[config.mk]
export PLATFORM = sky130hd
export DESIGN_NAME = rx_bps_gen_flat
export DESIGN_NICKNAME = d
export VERILOG_FILES = /design/src/rtl/rx_bps_gen_pkg.sv /design/src/rtl/rx_bps_gen_if.sv /design/src/rtl/rx_bps_gen.sv /design/src/flat_wrapper.sv
export SDC_FILE = /design/constraint.sdc
export NUM_CORES = 1
export LEC_CHECK = 0
export ABC_CLOCK_PERIOD_IN_PS = 6700
export CAP_MARGIN = 20
export CORE_UTILIZATION = 39
export DETAILED_ROUTE_END_ITERATION = 10
export PLACE_DENSITY = 0.55
export SETUP_SLACK_MARGIN = 0.02
export SLEW_MARGIN = 25
export SYNTH_ARGS = -nofsm -noshare
export SYNTH_HDL_FRONTEND = slang
export SYNTH_SLANG_ARGS = --single-unit
[constraint.sdc]
create_clock -name CLK -period 6.7 [get_ports CLK]
set_input_delay 1.675 -clock CLK [delete_from_list [all_inputs] [get_ports CLK]]
set_output_delay 1.675 -clock CLK [all_outputs]
set_load 0.01 [all_outputs]
[src/rtl/rx_bps_gen_pkg.sv]
// Shared constants for the receive bit-timing generator.
// Holds the divisor floor and the default frame geometry.
package rx_bps_pkg;
    localparam int DIV_MIN            = 2;
    localparam int DIV_RESET_DEFAULT  = 100;
    localparam int FRAME_BITS_DEFAULT = 10;
    localparam int CNT_W_DEFAULT      = 16;
endpackage

[src/rtl/rx_bps_gen_if.sv]
// Control and strobe bundle between the start detector, the bit-timing generator and rx control.
// Inputs are level/pulse signals sampled on CLK; outputs are single-cycle strobes plus Bit_Idx/Busy levels.
interface rx_bps_gen_if #(
    parameter int CNT_W = 16,
    parameter int IDX_W = 4
);
    logic             Count_Sig;
    logic [CNT_W-1:0] Div;
    logic             Div_Load;
    logic             BPS_CLK;
    logic             Bit_End;
    logic [IDX_W-1:0] Bit_Idx;
    logic             Frame_Done;
    logic             Busy;
    logic             Cfg_Err;

    modport master (
        output Count_Sig, Div, Div_Load,
        input  BPS_CLK, Bit_End, Bit_Idx, Frame_Done, Busy, Cfg_Err
    );

    modport slave (
        input  Count_Sig, Div, Div_Load,
        output BPS_CLK, Bit_End, Bit_Idx, Frame_Done, Busy, Cfg_Err
    );
endinterface

[src/rtl/rx_bps_gen.sv]
// Bit-timing generator: times exactly one frame per Count_Sig assertion with a loadable divisor,
// producing mid-bit sample, bit-end and frame-done strobes decoded straight from registered state.
module rx_bps_gen
    import rx_bps_pkg::*;
#(
    parameter int CNT_W      = CNT_W_DEFAULT,
    parameter int DIV_RESET  = DIV_RESET_DEFAULT,
    parameter int FRAME_BITS = FRAME_BITS_DEFAULT,
    parameter int IDX_W      = 4
) (
    input  logic         CLK,
    input  logic         RST,
    rx_bps_gen_if.slave  bus
);
    localparam logic [CNT_W-1:0] DIV_RST_W = CNT_W'(DIV_RESET);
    localparam logic [CNT_W-1:0] DIV_MIN_W = CNT_W'(DIV_MIN);
    localparam logic [IDX_W-1:0] LAST_IDX  = IDX_W'(FRAME_BITS - 1);
    localparam logic [CNT_W-1:0] ONE       = CNT_W'(1);

    logic [CNT_W-1:0] cnt_q, cnt_d;
    logic [CNT_W-1:0] div_q, div_d;
    logic [IDX_W-1:0] idx_q, idx_d;
    logic             halted_q, halted_d;
    logic             cfg_err_q, cfg_err_d;

    logic busy;
    logic mid_bit;
    logic bit_end;
    logic frame_done;

    // div_q >= 2 always holds, so the mid-bit point never underflows.
    assign busy       = bus.Count_Sig && !halted_q;
    assign mid_bit    = busy && (cnt_q == ((div_q >> 1) - ONE));
    assign bit_end    = busy && (cnt_q == (div_q - ONE));
    assign frame_done = bit_end && (idx_q == LAST_IDX);

    always_comb begin
        cnt_d     = cnt_q;
        div_d     = div_q;
        idx_d     = idx_q;
        halted_d  = halted_q;
        cfg_err_d = 1'b0;

        if (!bus.Count_Sig) begin
            cnt_d    = '0;
            idx_d    = '0;
            halted_d = 1'b0;
        end else if (bit_end) begin
            cnt_d = '0;
            if (frame_done) begin
                idx_d    = '0;
                halted_d = 1'b1;
            end else begin
                idx_d = idx_q + 1'b1;
            end
        end else if (busy) begin
            cnt_d = cnt_q + ONE;
        end

        // A divisor change mid-frame would corrupt bit timing, so it is refused and flagged.
        if (bus.Div_Load) begin
            if (!busy && (bus.Div >= DIV_MIN_W)) begin
                div_d = bus.Div;
            end else begin
                cfg_err_d = 1'b1;
            end
        end
    end

    always_ff @(posedge CLK) begin
        if (RST) begin
            cnt_q     <= '0;
            div_q     <= DIV_RST_W;
            idx_q     <= '0;
            halted_q  <= 1'b0;
            cfg_err_q <= 1'b0;
        end else begin
            cnt_q     <= cnt_d;
            div_q     <= div_d;
            idx_q     <= idx_d;
            halted_q  <= halted_d;
            cfg_err_q <= cfg_err_d;
        end
    end

    assign bus.BPS_CLK    = mid_bit;
    assign bus.Bit_End    = bit_end;
    assign bus.Bit_Idx    = idx_q;
    assign bus.Frame_Done = frame_done;
    assign bus.Busy       = busy;
    assign bus.Cfg_Err    = cfg_err_q;
endmodule

[src/flat_wrapper.sv]
// flat-port wrapper written by rule: the top's interface ports become plain ports
module rx_bps_gen_flat import rx_bps_pkg::*;
#(
    parameter int CNT_W      = CNT_W_DEFAULT,
    parameter int DIV_RESET  = DIV_RESET_DEFAULT,
    parameter int FRAME_BITS = FRAME_BITS_DEFAULT,
    parameter int IDX_W      = 4
)
  (CLK, RST, bus_Count_Sig, bus_Div, bus_Div_Load, bus_BPS_CLK, bus_Bit_End, bus_Bit_Idx, bus_Frame_Done, bus_Busy, bus_Cfg_Err);
  rx_bps_gen_if #(.CNT_W(CNT_W), .IDX_W(IDX_W)) bus_i ();
  input  logic CLK;
  input  logic RST;
  input wire logic [$bits(bus_i.Count_Sig)-1:0] bus_Count_Sig;
  input wire logic [$bits(bus_i.Div)-1:0] bus_Div;
  input wire logic [$bits(bus_i.Div_Load)-1:0] bus_Div_Load;
  output wire logic [$bits(bus_i.BPS_CLK)-1:0] bus_BPS_CLK;
  output wire logic [$bits(bus_i.Bit_End)-1:0] bus_Bit_End;
  output wire logic [$bits(bus_i.Bit_Idx)-1:0] bus_Bit_Idx;
  output wire logic [$bits(bus_i.Frame_Done)-1:0] bus_Frame_Done;
  output wire logic [$bits(bus_i.Busy)-1:0] bus_Busy;
  output wire logic [$bits(bus_i.Cfg_Err)-1:0] bus_Cfg_Err;
  assign bus_i.Count_Sig = bus_Count_Sig;
  assign bus_i.Div = bus_Div;
  assign bus_i.Div_Load = bus_Div_Load;
  assign bus_BPS_CLK = bus_i.BPS_CLK;
  assign bus_Bit_End = bus_i.Bit_End;
  assign bus_Bit_Idx = bus_i.Bit_Idx;
  assign bus_Frame_Done = bus_i.Frame_Done;
  assign bus_Busy = bus_i.Busy;
  assign bus_Cfg_Err = bus_i.Cfg_Err;
  rx_bps_gen #(.CNT_W(CNT_W), .DIV_RESET(DIV_RESET), .FRAME_BITS(FRAME_BITS), .IDX_W(IDX_W)) u_core (.CLK(CLK), .RST(RST), .bus(bus_i));
endmodule
==> Word level (Yosys, flattened, before mapping) <==
Cells that the tools add are included.
{ "classes": {"n_mux": 2, "n_addsub": 4, "n_reduce_logical": 12, "n_bitwise": 2, "order_cmp": 1, "eq_ne": 3} }
{ "ops": {"columns": ["op", "count"], "rows": [
  ["== test 16 bit", 2],
  ["adder 16 x 1 -> 16 bit, second input constant", 1],
  ["greater-or-equal comparator 16 x 2 -> 1 bit, second input constant", 1],
  ["subtractor 15 x 1 -> 16 bit, second input constant", 1],
  ["subtractor 16 x 1 -> 16 bit, second input constant", 1],
  ["logical AND 1 bit", 5],
  ["adder 4 x 1 -> 4 bit, second input constant", 1],
  ["== test 4 bit, second input constant", 1],
  ["2-to-1 mux 4 bit", 1],
  ["AND reduction 2 bit", 2],
  ["OR reduction 2 bit", 2],
  ["OR reduction 3 bit", 1],
  ["zero test 1 bit", 2],
  ["inverter 1 bit", 2],
  ["2-to-1 mux 1 bit", 1]
]} }
{ "totals": {"output_inout_bits": 9, "ff_bits": 38} }

==> Logic depth before layout (Yosys ltp) <==
Gate-level depths: netlist of the first run.
{ "logic_depth": {"ltp_word": 5, "depth_mapped": 12, "ltp_nobuf": 9} }

==> Worst setup path before layout of the first run <==
No wires, ideal clock.
{ "synth_path": {"path_kind": "input to output", "from": "input bus_Count_Sig", "to": "output bus_Frame_Done", "required_ns": 5.025, "slack_ns": 1.950, "stages": 7, "arrival_time_ns": 3.075, "cell_sequence": "nor2b_1 > clkbuf_1 > nand3_1 > nor4_1 > and3_1 > o211a_1 > and2_1"} }
{ "synth_between": {"elab_chain_cells": 3} }
{ "synth_lines": {"columns": ["item", "line", "source"], "rows": [
  ["from (decl)", "flat_wrapper.sv:13", "input wire logic [$bits(bus_i.Count_Sig)-1:0] bus_Count_Sig;"],
  ["logical AND 1 bit", "rx_bps_gen.sv:32", "assign busy = bus.Count_Sig && !halted_q;"],
  ["via bus_Busy", "flat_wrapper.sv:20", "output wire logic [$bits(bus_i.Busy)-1:0] bus_Busy;"],
  ["logical AND 1 bit", "rx_bps_gen.sv:34", "assign bit_end = busy && (cnt_q == (div_q - ONE));"],
  ["via bus_Bit_End", "flat_wrapper.sv:17", "output wire logic [$bits(bus_i.Bit_End)-1:0] bus_Bit_End;"],
  ["logical AND 1 bit", "rx_bps_gen.sv:35", "assign frame_done = bit_end && (idx_q == LAST_IDX);"],
  ["to (decl)", "flat_wrapper.sv:19", "output wire logic [$bits(bus_i.Frame_Done)-1:0] bus_Frame_Done;"]
]} }
The timed path passes the listed nets, and every way through them passes these cells.

==> Final worst setup path of the first run <==
{ "layout_path": {"from": "input bus_Count_Sig", "to": "output bus_Frame_Done"} }
{ "layout_between": {"elab_chain_cells": 3} }
{ "layout_lines": {"columns": ["item", "line"], "rows": [
  ["logical AND 1 bit", "rx_bps_gen.sv:32"],
  ["logical AND 1 bit", "rx_bps_gen.sv:34"],
  ["logical AND 1 bit", "rx_bps_gen.sv:35"]
]} }
No other way between the ends.

==> metrics, run 1 <==
Final period util 81.9%; initial antenna violation count 0; hold depth 1; Layout fillers 663; Die Ht 84.2 um; post-cts repair resize count 0; # setup viols final 0; initial detailed-routing violation count 119; HPWL after DPL 4790 um; clk_skew 0.00525 ns; Net Count, Synth 353; critical path class in2out; Setup crit start kind input pin; global-route wire length before repair 10600 um; Util after Layout 47.1%; Routed Wire Length 6140 um; Worst Hold End u_core.halted_q; most common cell in the synthesized netlist nor2_1; VDD IR max 0.0851 mV; TritonRoute pass-1 iters 4; Top delay family on crit path buffers and inverters; layout net count 366; Clk pwr share 33.5%; most used cell, CP clkdlybuf4s50_1; Tmin final 5.49 ns; R2R Path End u_core.cnt_q[7]; Hold Fails Final Rpt 0; via count 2250; Vias per Instance 5.37; clk slew on worst S/H paths 0.08 ns; sequential fraction of design power 50.1%; Net Sw Frac 27.3%; R2R depth 9; area delta synth->final 14.7%; slowest stage delay, CP 0.53 ns; unrepaired setup endpoints after global routing no; Hold Crit Start u_core.halted_q; I/O Buffers 28; drc violations 0; row count 29; area leader, netlist dfxtp_1; Placer Congestion 0.812; dpl cell area 2930 um2; max_cap viols 0; H-Tree Depth 2; EDFF count, synth 0; RR Startpoint u_core.div_q[2]; outcome complete, no violations; Initial Util 41.1%; CTS sink count 38; Comb pwr share 16.3%; CP Buf/Inv Count 2; Final TNS setup 0 ns; FMAX 182 MHz; crit path max fanout 3; area of the mapped netlist 2640 um2; # diodes 0; Hold Crit Class reg2reg; ys async rst share 0%; CTS tree built; area of the die 7100 um2; top-area cell type share of the netlist area 28.8%; average size of a mapped cell 8.04 um2; postcts setup bufs 0; CTS max path bufs 2; Yosys cell types 51; Synth area leaders dfxtp_1 29%, xnor2_1 9.6%, xor2_1 8.6%; R2R setup slack 3.23 ns; internal power 0.355 mW; CP max stage cell clkdlybuf4s50_1; largest net degree at the start of global routing 20; cells along the critical path clkdlybuf4s50_1 -> nor2b_1 -> nand3_1 -> nor4_1 -> and3_1 -> o211a_1 -> and2_1 -> clkdlybuf4s50_1; most instantiated cells after synthesis 48 x nor2_1, 38 x dfxtp_1, 29 x xnor2_1; core area 6420 um2; Sw Pwr 0.133 mW; Num CTS Buffers 5; Routed Antenna Nets 0; final instance area 3020 um2; CTS hold repair buffers 0; top_reg_cell synth dfxtp_1; post-synthesis cell count 328; chip width 84.2 um; clock network latency to the later pin of the worst-skew pair 0.29 ns; Worst setup EP type output port; synth warn 0; Pins Over Slew Limit 0; #FFs+latches synth 38; CTS Root Cell clkbuf_8; layout cell share with drive strength beyond 1 5.26%; Rel. slew slack 51.1%; crit path DAT 3.82 ns; vias in the first global route 2150; Critical Path RT 5.03 ns; static leakage 1.15 nW; routed wire length per instance 14.6 um; GRT overflow 0; worst-margin pin slew 0.731 ns; Total GRT Usage 18.8%; Power Density 161 nW/um2; I/O Pins 29; fraction of the yosys area taken by sequential cells 28.8%
[per-stage QoR]
step                      power, mW  setup slack, ns  hold slack (ns)  instances
after global routing          0.515            0.997            0.503        419
final                         0.488             1.21            0.470        419
after detailed placement      0.330             1.19            0.455        411
after floorplan               0.301             1.95            0.441        328
after global placement        0.330             1.28            0.450        411
after CTS                     0.495             1.19            0.474        419
[worst max-delay path by stage]
stage,startpoint,to,slack (ns),depth (start not counted)
floorplan,bus_Count_Sig,bus_Frame_Done,1.95,7
global placement,bus_Count_Sig,bus_Frame_Done,1.28,8
detailed placement,bus_Count_Sig,bus_Frame_Done,1.19,8
CTS,bus_Count_Sig,bus_Frame_Done,1.19,8
global route,bus_Count_Sig,bus_Frame_Done,1.0,8
finish,bus_Count_Sig,bus_Frame_Done,1.21,8
[power by group through the flow]
| stage | clock, mW | combinational, mW | sequential (mW) |
|---|---|---|---|
| finish | 0.164 | 0.0797 | 0.245 |
| CTS | 0.170 | 0.0805 | 0.245 |
| global route | 0.179 | 0.0893 | 0.246 |
| floorplan | 0 | 0.0604 | 0.241 |
| global placement | 0 | 0.0799 | 0.250 |
| detailed placement | 0 | 0.0801 | 0.250 |
[state kept, by name (all words and copies together) (netlist names)]
name,cells
u_core.bus.Bit_Idx,4
u_core.bus.Cfg_Err,1
u_core.cnt_q,16
u_core.div_q,16
u_core.halted_q,1
[kinds of logic (layout without fill, tap and decap cells)]
kind of cell / Yosys count / in the layout / share of synthesized area, %
AOI/OAI and AO/OA: 42 / 42 / 11.5
xor gates and xnor gates: 55 / 55 / 18.3
adders and majority gates: 5 / 5 / 2.37
buffers and inverters: 32 / 46 / 4.65
DFF: 38 / 38 / 28.8
muxes: 17 / 17 / 6.55
and+or+nand+nor: 139 / 139 / 27.8
[layout by cell type (no fill, tap or decap), drive strengths merged, types with 2 or more instances in the layout]
master	count
a31o	2
a211o	2
nand3b	2
or4	3
mux2i	15
nor3b	3
nand2	17
inv	9
a311oi	2
and3	4
xnor2	29
clkdlybuf4s50	28
a21oi	11
and2	2
xor2	26
clkbuf	7
nor2b	4
ha	5
nor4b	4
mux2	2
o211a	3
nand3	14
o21ai	7
nor4	9
nor3	7
nand4	8
or3	6
a21o	2
nor2	48
a2111oi	2
and4	2
dfxtp	38
a311o	3
[layout make-up]
class | instances | area [um2] | area share, %
Sequential cell | 38 | 761 | 25.2
Timing Repair Buffer | 29 | 288 | 9.52
Tap cell | 77 | 96.3 | 3.19
Clock inverter | 1 | 5.00 | 0.165
Clock buffer | 7 | 86.3 | 2.85
Multi-Input combinational cell | 258 | 1750 | 58.0
Inverter | 9 | 33.8 | 1.12
[layer usage]
metal / GRT usage [%] / vias up / part of all wire [%]
met5: 0 / - / 0
met2: 28.1 / 49 / 42
met3: 3.05 / 8 / 3.9
li1: - / 1182 / -
met4: 8.46 / 0 / 2.5
met1: 26.6 / 1011 / 52
Power figures use the tool's default switching activity.
==> inputs of run 2 (changes only) <==
Settings changed: ABC_CLOCK_PERIOD_IN_PS 6700 to 4900, PLACE_DENSITY 0.55 to 0.57.
Clock period 6.7 ns to 4.9 ns, I/O delays scaled along.
==> run 2 against run 1 <==
Via count up 2.4%; utilization rose by 0.64 points; total power grew 38%; critical path type is now reg2out.
==> metrics, run 2 (same netlist as run 1, synthesis figures left out) <==
pre-CTS WS 0.342 ns; footprint of the multi-input gates 1760 um2; Power Density 220 nW/um2; # setup viols final 0; unrepaired setup endpoints after global routing no; I/O Pins 29; core area 6420 um2; CP Buf/Inv Count 2; CTS tree built; Register Area 761 um2; CP max stage cell clkdlybuf4s50_1; area delta synth->final 16.2%; Hold Crit Class reg2reg; initial antenna violation count 0; HPWL after DPL 4780 um; layout net count 371; I/O Buffers 28; routed wire length per instance 14.7 um; # diodes 0; initial detailed-routing violation count 140; clk slew on worst S/H paths 0.08 ns; Critical Path RT 3.67 ns; largest net degree at the start of global routing 20; Layout fillers 653; Routed Antenna Nets 0; clk_skew 0.00489 ns; drc violations 0; vias in the first global route 2144; CTS max path bufs 2; Setup crit start kind register; area of the die 7100 um2; most common cell after layout, fill and taps aside nor2_1; global-route wire length before repair 10600 um; R2R setup slack 1.54 ns; Placer Congestion 0.846; Initial Util 41.1%; Num CTS Buffers 5; Routed Wire Length 6250 um; CTS Root Cell clkbuf_8; cells along the critical path inv_1 -> ha_2 -> or4b_4 -> or4_4 -> a21o_1 -> a311oi_2 -> and3_1 -> o211a_1 -> and2_1 -> clkdlybuf4s50_1; worst-margin pin slew 0.709 ns; Placed Cells incl. Taps 416; critical path class reg2out; Worst setup EP type output port; Final TNS setup 0 ns; final std cells w/o fill 424; FMAX 212 MHz; row count 29; slowest stage delay, CP 0.53 ns; Total GRT Usage 18.9%; final setup margin 0.180 ns; Rel. slew slack 52.6%; Vias per Instance 5.43; Top delay family on crit path simple AND/OR/NAND/NOR gates; most frequent cells in the layout 48 x nor2_1, 38 x dfxtp_1, 29 x xnor2_1; Tmin final 4.72 ns; chip width 84.2 um; clock network latency to the later pin of the worst-skew pair 0.30 ns; Hold Fails Final Rpt 0; Tot Pwr 0.673 mW; crit path max fanout 8; outcome complete, no violations; via count 2303; GRT overflow 0; hold_ws 0.470 ns; layout cell share with drive strength beyond 1 6.92%; Die Ht 84.2 um; static leakage 1.17 nW; max_cap viols 0; crit path DAT 3.49 ns; TritonRoute pass-1 iters 4; CTS sink count 38; Final period util 96.3%; Pins Over Slew Limit 0; H-Tree Depth 2; VDD IR max 0.0950 mV
run 2: worst reg2reg max path, cell delays in order (launching register included):
cell and delay, ns:
dfxtp_1 0.37, inv_1 0.11, ha_2 0.26, or4b_4 0.51
or4_4 0.44, a21o_1 0.18, a311oi_2 0.30, nand4bb_1 0.37
nand2_1 0.57, nor2_1 0.11
run 2: metrics by stage:
stage | instance area, um2 | util (%)
floorplan | 2640 | -
CTS | 3060 | 47.7
global route | 3070 | 47.7
detailed placement | 2970 | 46.2
global placement | 2970 | 46.2
finish | 3070 | 47.7
run 2: worst paths after layout:
path | from | end | cells after the start
max | u_core.div_q[2] | bus_Frame_Done | 10
min | u_core.halted_q | u_core.halted_q | 1
max reg2reg | u_core.div_q[2] | u_core.cnt_q[4] | 9
min reg2reg | u_core.halted_q | u_core.halted_q | 1
run 2: layout make-up:
cell class	instances	share of cell area, %
inverter	9	1.10
timing repair buffer	34	10.6
tap	77	3.14
clock inverter	1	0.163
sequential	38	24.8
clock buffer	7	2.82
multi-input combinational	258	57.3
run 2: power breakdown:
part	internal, mW	switching, mW	total, mW
sequential	0.316	0.0129	0.329
clock	0.114	0.112	0.225
combinational	0.0586	0.0598	0.118
total	0.489	0.184	0.673
run 2: layer usage:
layer / GRT usage [%] / share of wire, % / up-vias
met5: 0 / 0 / -
met4: 7.84 / 2.6 / 0
met3: 3.34 / 3.7 / 9
met2: 28.9 / 44 / 50
met1: 26.2 / 50 / 1059
li1: - / - / 1185
run 2: timing repair:
item,in CTS,in global routing
resized for setup,0,2
setup buffers,0,0
hold buffers,0,0
setup endpoints to repair,0,3
==> inputs of run 3 (changes only) <==
Settings changed: CELL_PAD_IN_SITES_DETAIL_PLACEMENT set to 1, CELL_PAD_IN_SITES_GLOBAL_PLACEMENT set to 2, CORE_UTILIZATION 39 to 30, PLACE_DENSITY 0.57 to 0.71.
==> run 3 against run 2 <==
Worst hold slack gained 0.0031 ns; die area up 29%; fmax rose by 0.62%; largest cell class unchanged; cell count rose by 5.9%; sequential share of layout area down 0.11 points; non-clock buffer count shrank 2; count of clock-buffer cells in the layout is the same; worst setup slack improved by 0.029 ns; via count up 1.6%; utilization decreased by 11 points; clock power decreased by 7%.
==> metrics, run 3 (same netlist as run 1, synthesis figures left out) <==
most frequent cells in the layout 48 x nor2_1, 38 x dfxtp_1, 29 x xnor2_1; CTS Root Cell clkbuf_8; unrepaired setup endpoints after global routing no; Total GRT Usage 17.2%; drc violations 0; I/O Buffers 28; Critical Path RT 3.67 ns; max_cap viols 0; Rel. slew slack 48.0%; largest net degree at the start of global routing 20; critical path class reg2out; CTS sink count 38; layout cell share with drive strength beyond 1 5.81%; Num CTS Buffers 5; H-Tree Depth 2; via count 2339; clk_skew 0.00458 ns; Hold Crit Class reg2reg; VDD IR max 0.108 mV; # setup viols final 0; clock network latency to the later pin of the worst-skew pair 0.29 ns; Register Area 761 um2; CTS tree built; static leakage 1.15 nW; GRT overflow 0; vias in the first global route 2363; CTS max path bufs 2; I/O Pins 29; Util after Layout 36.7%; Worst setup EP type output port; footprint of the multi-input gates 1770 um2; most common cell after layout, fill and taps aside nor2_1; Setup crit start kind register; Tmin final 4.69 ns; clk slew on worst S/H paths 0.07 ns; Placed Cells incl. Taps 442; crit path DAT 3.47 ns; worst-margin pin slew 0.778 ns; outcome complete, no violations; Layout fillers 1030; Tot Pwr 0.658 mW; Hold Fails Final Rpt 0; FMAX 213 MHz; core area 8380 um2; area of the die 9170 um2; Vias per Instance 5.21; row count 33; chip width 95.8 um; area delta synth->final 16.7%; Routed Antenna Nets 0; Final TNS setup 0 ns; global-route wire length before repair 12000 um; initial antenna violation count 1; Final period util 95.7%; CTS hold repair buffers 0; layout net count 369; Die Ht 95.8 um; HPWL after DPL 5610 um; # diodes 0; Initial Util 31.5%; TritonRoute pass-1 iters 4; Placer Congestion 0.758; Power Density 214 nW/um2; dpl cell area 2990 um2; Pins Over Slew Limit 0; final instance area 3080 um2; crit path max fanout 8; initial detailed-routing violation count 71; Routed Wire Length 7260 um; routed wire length per instance 16.2 um; final std cells w/o fill 449
==> run 3: area by class of cell <==
class,instances,area share (%)
Clock buffer,7,2.48
Inverter,9,1.10
Multi-Input combinational cell,258,57.4
Sequential cell,38,24.7
Tap cell,105,4.27
Timing Repair Buffer,32,10.1
==> run 3: power by group <==
group	switching [mW]	total, mW	internal (mW)
clock	0.110	0.209	0.0982
sequential	0.0171	0.333	0.316
combinational	0.0582	0.116	0.0580
total	0.186	0.658	0.473
==> run 3: metal layers <==
layer	vias up	routed length, um	track usage (%)
li1	1175	-	-
met1	1123	3590	22.7
met2	27	3360	28.6
met3	12	204	3.08
met4	2	94	4.73
met5	-	9	0
==> run 3: repair_timing <==
item	4_1_cts	5_1_grt
gates resized for setup	0	2
setup buffers	0	0
endpoints found under the setup margin	0	2
==> run 3: worst paths after layout <==
kind | from | to | slack, ns | cells after the start
min | u_core.halted_q | u_core.halted_q | 0.47 | 1
max | u_core.div_q[2] | bus_Frame_Done | 0.21 | 10
min reg2reg | u_core.halted_q | u_core.halted_q | 0.47 | 1
max reg2reg | u_core.div_q[2] | u_core.cnt_q[15] | 1.50 | 9
==> run 3: metrics by stage <==
step / hold WS [ns] / worst slack, ns
finish: 0.473 / 0.209
global route: 0.483 / 0.0183
CTS: 0.477 / 0.0745
global placement: 0.454 / 0.345
detailed placement: 0.459 / 0.309
floorplan: 0.441 / 1.05
==> run 3: critical path, cell delays in order, from the launching register on <==
cell,delay [ns]
dfxtp_1,0.38
inv_1,0.14
ha_4,0.19
or4b_4,0.50
or4_4,0.43
a21o_1,0.18
a311oi_2,0.33
and3_1,0.20
o211a_1,0.16
and2_1,0.13
clkdlybuf4s50_1,0.54
